===== src/rtl/control_setare.sv =====
// Clock/alarm set-mode sequencer: button sync + edge detect, edit FSM, load strobes.
// Optional inactivity abort compiled in with `define SETARE_TIMEOUT_EN.
module control_setare #(
  parameter int SYNC_STAGES    = 2,
  parameter int TIMEOUT_CYCLES = 30000000
) (
  input  logic       clock,
  input  logic       reset,
  input  logic       btn_timp,
  input  logic       btn_alarma,
  input  logic       btn_ore,
  input  logic       btn_minute,
  input  logic       btn_stop,
  input  logic [4:0] ore_curent,
  input  logic [5:0] minute_curent,
  input  logic [4:0] ore_alarma,
  input  logic [5:0] minute_alarma,
  output logic [4:0] ore,
  output logic [5:0] minute,
  output logic       load_timp,
  output logic       load_alarma,
  output logic [1:0] mod,
  output logic       expirat
);

  typedef enum logic [1:0] {
    IDLE       = 2'b00,
    SET_TIMP   = 2'b01,
    SET_ALARMA = 2'b10,
    COMMIT     = 2'b11
  } state_e;

  localparam int ARM_N = SYNC_STAGES + 1;
  localparam int AW    = $clog2(ARM_N + 1);

  logic [4:0]                   btn_raw;
  logic [SYNC_STAGES-1:0][4:0]  sync_q;
  logic [4:0]                   edge_q;
  logic [AW-1:0]                arm_q;
  logic                         armed;
  logic [4:0]                   ev;
  logic ev_timp, ev_alarma, ev_ore, ev_minute, ev_stop;

  assign btn_raw = {btn_stop, btn_minute, btn_ore,
                    btn_alarma, btn_timp};

  assign armed = (arm_q == AW'(ARM_N));
  assign ev    = sync_q[SYNC_STAGES-1] & ~edge_q & {5{armed}};

  assign ev_timp   = ev[0];
  assign ev_alarma = ev[1];
  assign ev_ore    = ev[2];
  assign ev_minute = ev[3];
  assign ev_stop   = ev[4];

  // Arm counter masks edges from buttons already high at reset release.
  always_ff @(posedge clock or posedge reset) begin
    if (reset) begin
      sync_q <= '0;
      edge_q <= '0;
      arm_q  <= '0;
    end else begin
      sync_q <= {sync_q[SYNC_STAGES-2:0], btn_raw};
      edge_q <= sync_q[SYNC_STAGES-1];
      if (!armed) arm_q <= arm_q + AW'(1);
    end
  end

  function automatic logic [4:0] inc_h(input logic [4:0] h);
    return (h >= 5'd23) ? 5'd0 : h + 5'd1;
  endfunction

  function automatic logic [5:0] inc_m(input logic [5:0] m);
    return (m >= 6'd59) ? 6'd0 : m + 6'd1;
  endfunction

  state_e     state_q, state_d;
  logic [4:0] ore_q, ore_d;
  logic [5:0] min_q, min_d;
  logic       lt_q, lt_d;
  logic       la_q, la_d;

`ifdef SETARE_TIMEOUT_EN
  localparam int TW = $clog2(TIMEOUT_CYCLES + 1);
  localparam logic [TW-1:0] TMO_LAST = TW'(TIMEOUT_CYCLES - 1);

  logic [TW-1:0] tmo_q, tmo_d;
  logic          exp_q, exp_d;
`else
  logic unused_tmo;
  assign unused_tmo = (TIMEOUT_CYCLES == 0);
`endif

  always_comb begin
    state_d = state_q;
    ore_d   = ore_q;
    min_d   = min_q;
    lt_d    = 1'b0;
    la_d    = 1'b0;
`ifdef SETARE_TIMEOUT_EN
    tmo_d   = tmo_q;
    exp_d   = 1'b0;
`endif
    unique case (state_q)
      IDLE: begin
        if (ev_timp) begin
          state_d = SET_TIMP;
          ore_d   = ore_curent;
          min_d   = minute_curent;
`ifdef SETARE_TIMEOUT_EN
          tmo_d   = '0;
`endif
        end else if (ev_alarma) begin
          state_d = SET_ALARMA;
          ore_d   = ore_alarma;
          min_d   = minute_alarma;
`ifdef SETARE_TIMEOUT_EN
          tmo_d   = '0;
`endif
        end
      end
      SET_TIMP, SET_ALARMA: begin
        if (ev_stop) begin
          state_d = COMMIT;
          lt_d    = (state_q == SET_TIMP);
          la_d    = (state_q == SET_ALARMA);
`ifdef SETARE_TIMEOUT_EN
        end else if (tmo_q == TMO_LAST) begin
          state_d = IDLE;
          exp_d   = 1'b1;
`endif
        end else begin
          if (ev_ore)    ore_d = inc_h(ore_q);
          if (ev_minute) min_d = inc_m(min_q);
`ifdef SETARE_TIMEOUT_EN
          tmo_d = (ev_ore || ev_minute) ? '0
                                        : tmo_q + TW'(1);
`endif
        end
      end
      COMMIT: state_d = IDLE;
      default: state_d = IDLE;
    endcase
  end

  always_ff @(posedge clock or posedge reset) begin
    if (reset) begin
      state_q <= IDLE;
      ore_q   <= '0;
      min_q   <= '0;
      lt_q    <= 1'b0;
      la_q    <= 1'b0;
    end else begin
      state_q <= state_d;
      ore_q   <= ore_d;
      min_q   <= min_d;
      lt_q    <= lt_d;
      la_q    <= la_d;
    end
  end

`ifdef SETARE_TIMEOUT_EN
  always_ff @(posedge clock or posedge reset) begin
    if (reset) begin
      tmo_q <= '0;
      exp_q <= 1'b0;
    end else begin
      tmo_q <= tmo_d;
      exp_q <= exp_d;
    end
  end

  assign expirat = exp_q;
`else
  assign expirat = 1'b0;
`endif

  assign ore         = ore_q;
  assign minute      = min_q;
  assign load_timp   = lt_q;
  assign load_alarma = la_q;
  assign mod         = state_q;

endmodule


===== config.mk =====
export PLATFORM = sky130hd
export DESIGN_NAME = control_setare
export DESIGN_NICKNAME = d
export VERILOG_FILES = /design/src/rtl/control_setare.sv
export SDC_FILE = /design/constraint.sdc
export NUM_CORES = 1
export LEC_CHECK = 0
export ABC_AREA = 1
export BUFFER_PORTS_ARGS = -buffer_cell sky130_fd_sc_hd__buf_2
export CAP_MARGIN = 10
export CORE_MARGIN = 5
export CORE_UTILIZATION = 57
export CTS_BUF_LIST = sky130_fd_sc_hd__clkbuf_8 sky130_fd_sc_hd__clkbuf_16
export DETAILED_ROUTE_END_ITERATION = 8
export PLACE_DENSITY = 0.87
export SYNTH_ARGS = -nofsm -noshare
export SYNTH_HDL_FRONTEND = slang
export SYNTH_SLANG_ARGS = --single-unit

===== constraint.sdc =====
create_clock -name clock -period 4.27 [get_ports clock]
set_clock_uncertainty 0.2 [all_clocks]
set_input_delay 0.2135 -clock clock [delete_from_list [all_inputs] [get_ports clock]]
set_output_delay 0.2135 -clock clock [all_outputs]
set_load 0.02 [all_outputs]

==> metrics.csv <==
stage,metric,value,unit
flow_run,max_cap_viol_count,0,
grt,grt_pass1_vias,1357,
logic_synthesis,synth_fa_ha_area_share,4.78,%
place,place_hpwl,2.63,mm
critical_path,startpoint_type,register,
cts,clock_sink_count,32,
place,place_congestion,0.851,
grt,antenna_found_initial,0,
cts,cts-resized-gates,0,
routing,dr.pass1.iters,4,
grt,largest_net_degree_at_the_start_of_global_routing,33,
logic_synthesis,synth_top_family_by_area,simple AND/OR/NAND/NOR gates,
logic_synthesis,synthDominantCellAreaShare,43.7,%
cts,cts_setup_buffers,0,
sta,slew_viol_final,0,
critical_path,worstPathBufferInverterCount,2,
die,floorplan.rows,20,
logic_synthesis,synth_enable_flop_cells,0,
logic_synthesis,mappedNetlistNets,266,
routing,initial_drc_count,135,
critical_path,cp.arrival,1.97,ns
die,die_boundary_width,66.7,µm
grt,overflow,0,
grt,globalRouteMet2Util,27.5,%
routing,wl_per_cell,10.8,µm
cts,numCtsBuffers,5,
critical_path,critical-path-top-delay-family,simple AND/OR/NAND/NOR gates,
cts,clk-insertion-delay-late,0.29,ns
routing,post_drt_via_cell_ratio,4.81,
cts,cts_max_path_buffers,2,
sta,final_period_minus_worst_setup_slack,1.99,ns
place,port_buffers,43,
logic_synthesis,yosys_most_used_dff,sky130_fd_sc_hd__dfrtp_1,
cts,register_clock_pin_slew_on_the_reported_worst_setup_and_hold_paths,0.07,ns
grt,met1_usage,23.4,%
pwr,total_leakage_power,1.28,nW
cts,cts.root.buffer_cell,sky130_fd_sc_hd__clkbuf_8,
grt,grt.busiest_layer,met2,
routing,route.antenna.remaining_nets,0,
logic_synthesis,synth_area,0.00183,mm²
outcome,result_of_the_run,"complete, no violations",
worst_hold_path,hold_start,minute_curent[2],
critical_path,worstSetupStartpoint,mod[0]$_DFFE_PP0P_,
sta,fin_setup_tns,0,ns
layout,drive_above_1_share,24.9,%
grt,grt_use_met3,4.55,%
critical_path,critical-path-slowest-cell,sky130_fd_sc_hd__ha_1,
logic_synthesis,cell_variety_after_synth,27,
pwr,power_per_cell_area,713,mW/mm²
die,dieArea,0.00445,mm²
logic_synthesis,synthesis.instances,230,
logic_synthesis,synthDominantAreaCellType,sky130_fd_sc_hd__dfrtp_1,
routing,drt-total-wl,3.53,mm
sta,grt_setup_unrepaired,false,
die,chipHeight,66.7,µm
logic_synthesis,post_synth_and_or_nand_nor_area_fraction,35.2,%
layout,antenna_cells,0,
grt,grt_pass1_wl,5.95,mm
die,floorplan.core_area,0.00308,mm²
die,io_pins,45,
cts,tritoncts,done,
critical_path,timing.critical_path.required,4.25,ns
logic_synthesis,yosysSeqAreaShare,43.7,%
critical_path,end_kind,register,
critical_path,r2r-start,mod[0]$_DFFE_PP0P_,
logic_synthesis,synth.area.mux_share,0.615,%
worst_hold_path,hold_path_class,input pin to register,
layout,n_fill_cell,235,
routing,drc,0,
logic_synthesis,synth_compound_gate_area_share,2.39,%
critical_path,internal_reg_to_reg_setup_slack,2.28,ns
layout,syn2layout_area_growth,21.3,%
logic_synthesis,async_reset_ff_share,100,%
sta,setup_viol,0,
layout,design.final.nets,316,
critical_path,max_stage_delay,0.46,ns
cts,cts_hold_buffers,6,
logic_synthesis,yosys_warnings,0,
critical_path,setup.worst_path.class,register to register,
grt,grtUsageTotal,18.0,%
logic_synthesis,synth_area_leaders,"sky130_fd_sc_hd__dfrtp_1 44%, sky130_fd_sc_hd__nand2_1 18%, sky130_fd_sc_hd__inv_1 7.4%, sky130_fd_sc_hd__nand3_1 5.5%, sky130_fd_sc_hd__ha_1 4.8%",
layout,final_core_util,72.2,%
die,start_util,59.5,%
logic_synthesis,synth_xor_area_share,1.43,%
sta,finalHoldViolations,0,
sta,finalCritPeriodShare,46.6,%
cts,htreeDepth,2,
logic_synthesis,syn_area_per_cell,7.96,µm²
logic_synthesis,synth_seq_cells,32,
pwr,vdd_drop_max,0.538,mV
critical_path,crit_fanout,14,
routing,vias,1564,
sta,clock.fmax,502,MHz
critical_path,worstPathCellList,inv_1 > ha_1 > inv_6 > nand2_2 > nand2_2 > nand3_1 > nand2_1 > nand2_1,
registers in the layout, indices dropped and copies added (netlist names):
signal	cells
sync_q	10
minute	6
edge_q	5
ore	5
arm_q	2
mod	2
load_alarma	1
load_timp	1
layout make-up:
cell class | instances | area, µm² | share of cell area, %
tap | 44 | 55.1 | 2.48
timing repair buffer | 50 | 283 | 12.7
clock buffer | 5 | 68.8 | 3.10
sequential | 32 | 801 | 36.0
inverter | 39 | 151 | 6.81
multi-input combinational | 152 | 817 | 36.8
clock inverter | 3 | 46.3 | 2.08
stage by stage:
stage / hold slack [ns] / area, µm² / setup WS [ns] / cells / total power [W]
2_1_floorplan: 0.0449 / 1830 / 2.46 / 230 / 0.00112
3_3_place_gp: 0.109 / 2050 / 2.40 / 311 / 0.00126
3_5_place_dp: 0.117 / 2050 / 2.30 / 311 / 0.00128
4_1_cts: 0.113 / 2220 / 2.28 / 325 / 0.00159
5_1_grt: 0.155 / 2220 / 2.13 / 325 / 0.00173
6_report: 0.116 / 2220 / 2.28 / 325 / 0.00159
final timing paths:
| kind | to | cells past startpoint |
|---|---|---|
| setup reg to reg | ore[1]$_DFFE_PP0P_ | 8 |
| hold / removal | minute[2]$_DFFE_PP0P_ | 7 |
| max in group asynchronous | ore[1]$_DFFE_PP0P_ | 4 |
| setup / recovery | ore[1]$_DFFE_PP0P_ | 8 |
| min in group asynchronous | sync_q[5]$_DFF_PP0_ | 4 |
| hold reg to reg | sync_q[5]$_DFF_PP0_ | 0 |
layer usage:
| layer | part of all wire, % | wire, µm |
|---|---|---|
| met3 | 6.4 | 225 |
| met2 | 48 | 1680 |
| met1 | 44 | 1550 |
| met5 | 0 | 0 |
| met4 | 2.2 | 76 |
power by group:
group	switching, W	internal, W
Sequential	0.0000834	0.000377
Combinational	0.000538	0.000292
Clock	0.000120	0.000176
Total	0.000741	0.000844
Yosys cell counts (3+ instances only):
master,number
sky130_fd_sc_hd__nand4_1,4
sky130_fd_sc_hd__nor2_1,5
sky130_fd_sc_hd__a21oi_1,4
sky130_fd_sc_hd__nand2_2,5
sky130_fd_sc_hd__nand3b_1,3
sky130_fd_sc_hd__ha_1,7
sky130_fd_sc_hd__inv_1,36
sky130_fd_sc_hd__buf_6,4
sky130_fd_sc_hd__nand2_1,87
sky130_fd_sc_hd__dfrtp_1,32
sky130_fd_sc_hd__nor2_4,3
sky130_fd_sc_hd__nand3_1,20
logic make-up after synthesis:
logic type,after synthesis
and+or+nand+nor,133
buffers and inverters,46
DFF,32
adders and majority gates,7
AOI/OAI and AO/OA,7
xor gates and xnor gates,3
other,1
muxes,1
worst min-delay path: stages:
cell                      delay [ns]
sky130_fd_sc_hd__buf_2          0.07
sky130_fd_sc_hd__inv_1          0.03
sky130_fd_sc_hd__nand2_1        0.05
sky130_fd_sc_hd__nand3_1        0.05
sky130_fd_sc_hd__nand2_1        0.06
sky130_fd_sc_hd__nand2_1        0.05
sky130_fd_sc_hd__nand2_1        0.05
cells in the final DEF (no fill, tap or decap), types with 5 or more instances in the layout:
master and n:
sky130_fd_sc_hd__buf_2 43, sky130_fd_sc_hd__clkbuf_8 5, sky130_fd_sc_hd__dfrtp_1 32, sky130_fd_sc_hd__dlygate4sd3_1 6
sky130_fd_sc_hd__ha_1 7, sky130_fd_sc_hd__inv_1 36, sky130_fd_sc_hd__nand2_1 87, sky130_fd_sc_hd__nand2_2 5
sky130_fd_sc_hd__nand3_1 20, sky130_fd_sc_hd__nor2_1 5
(Power assumes the default switching activity.)
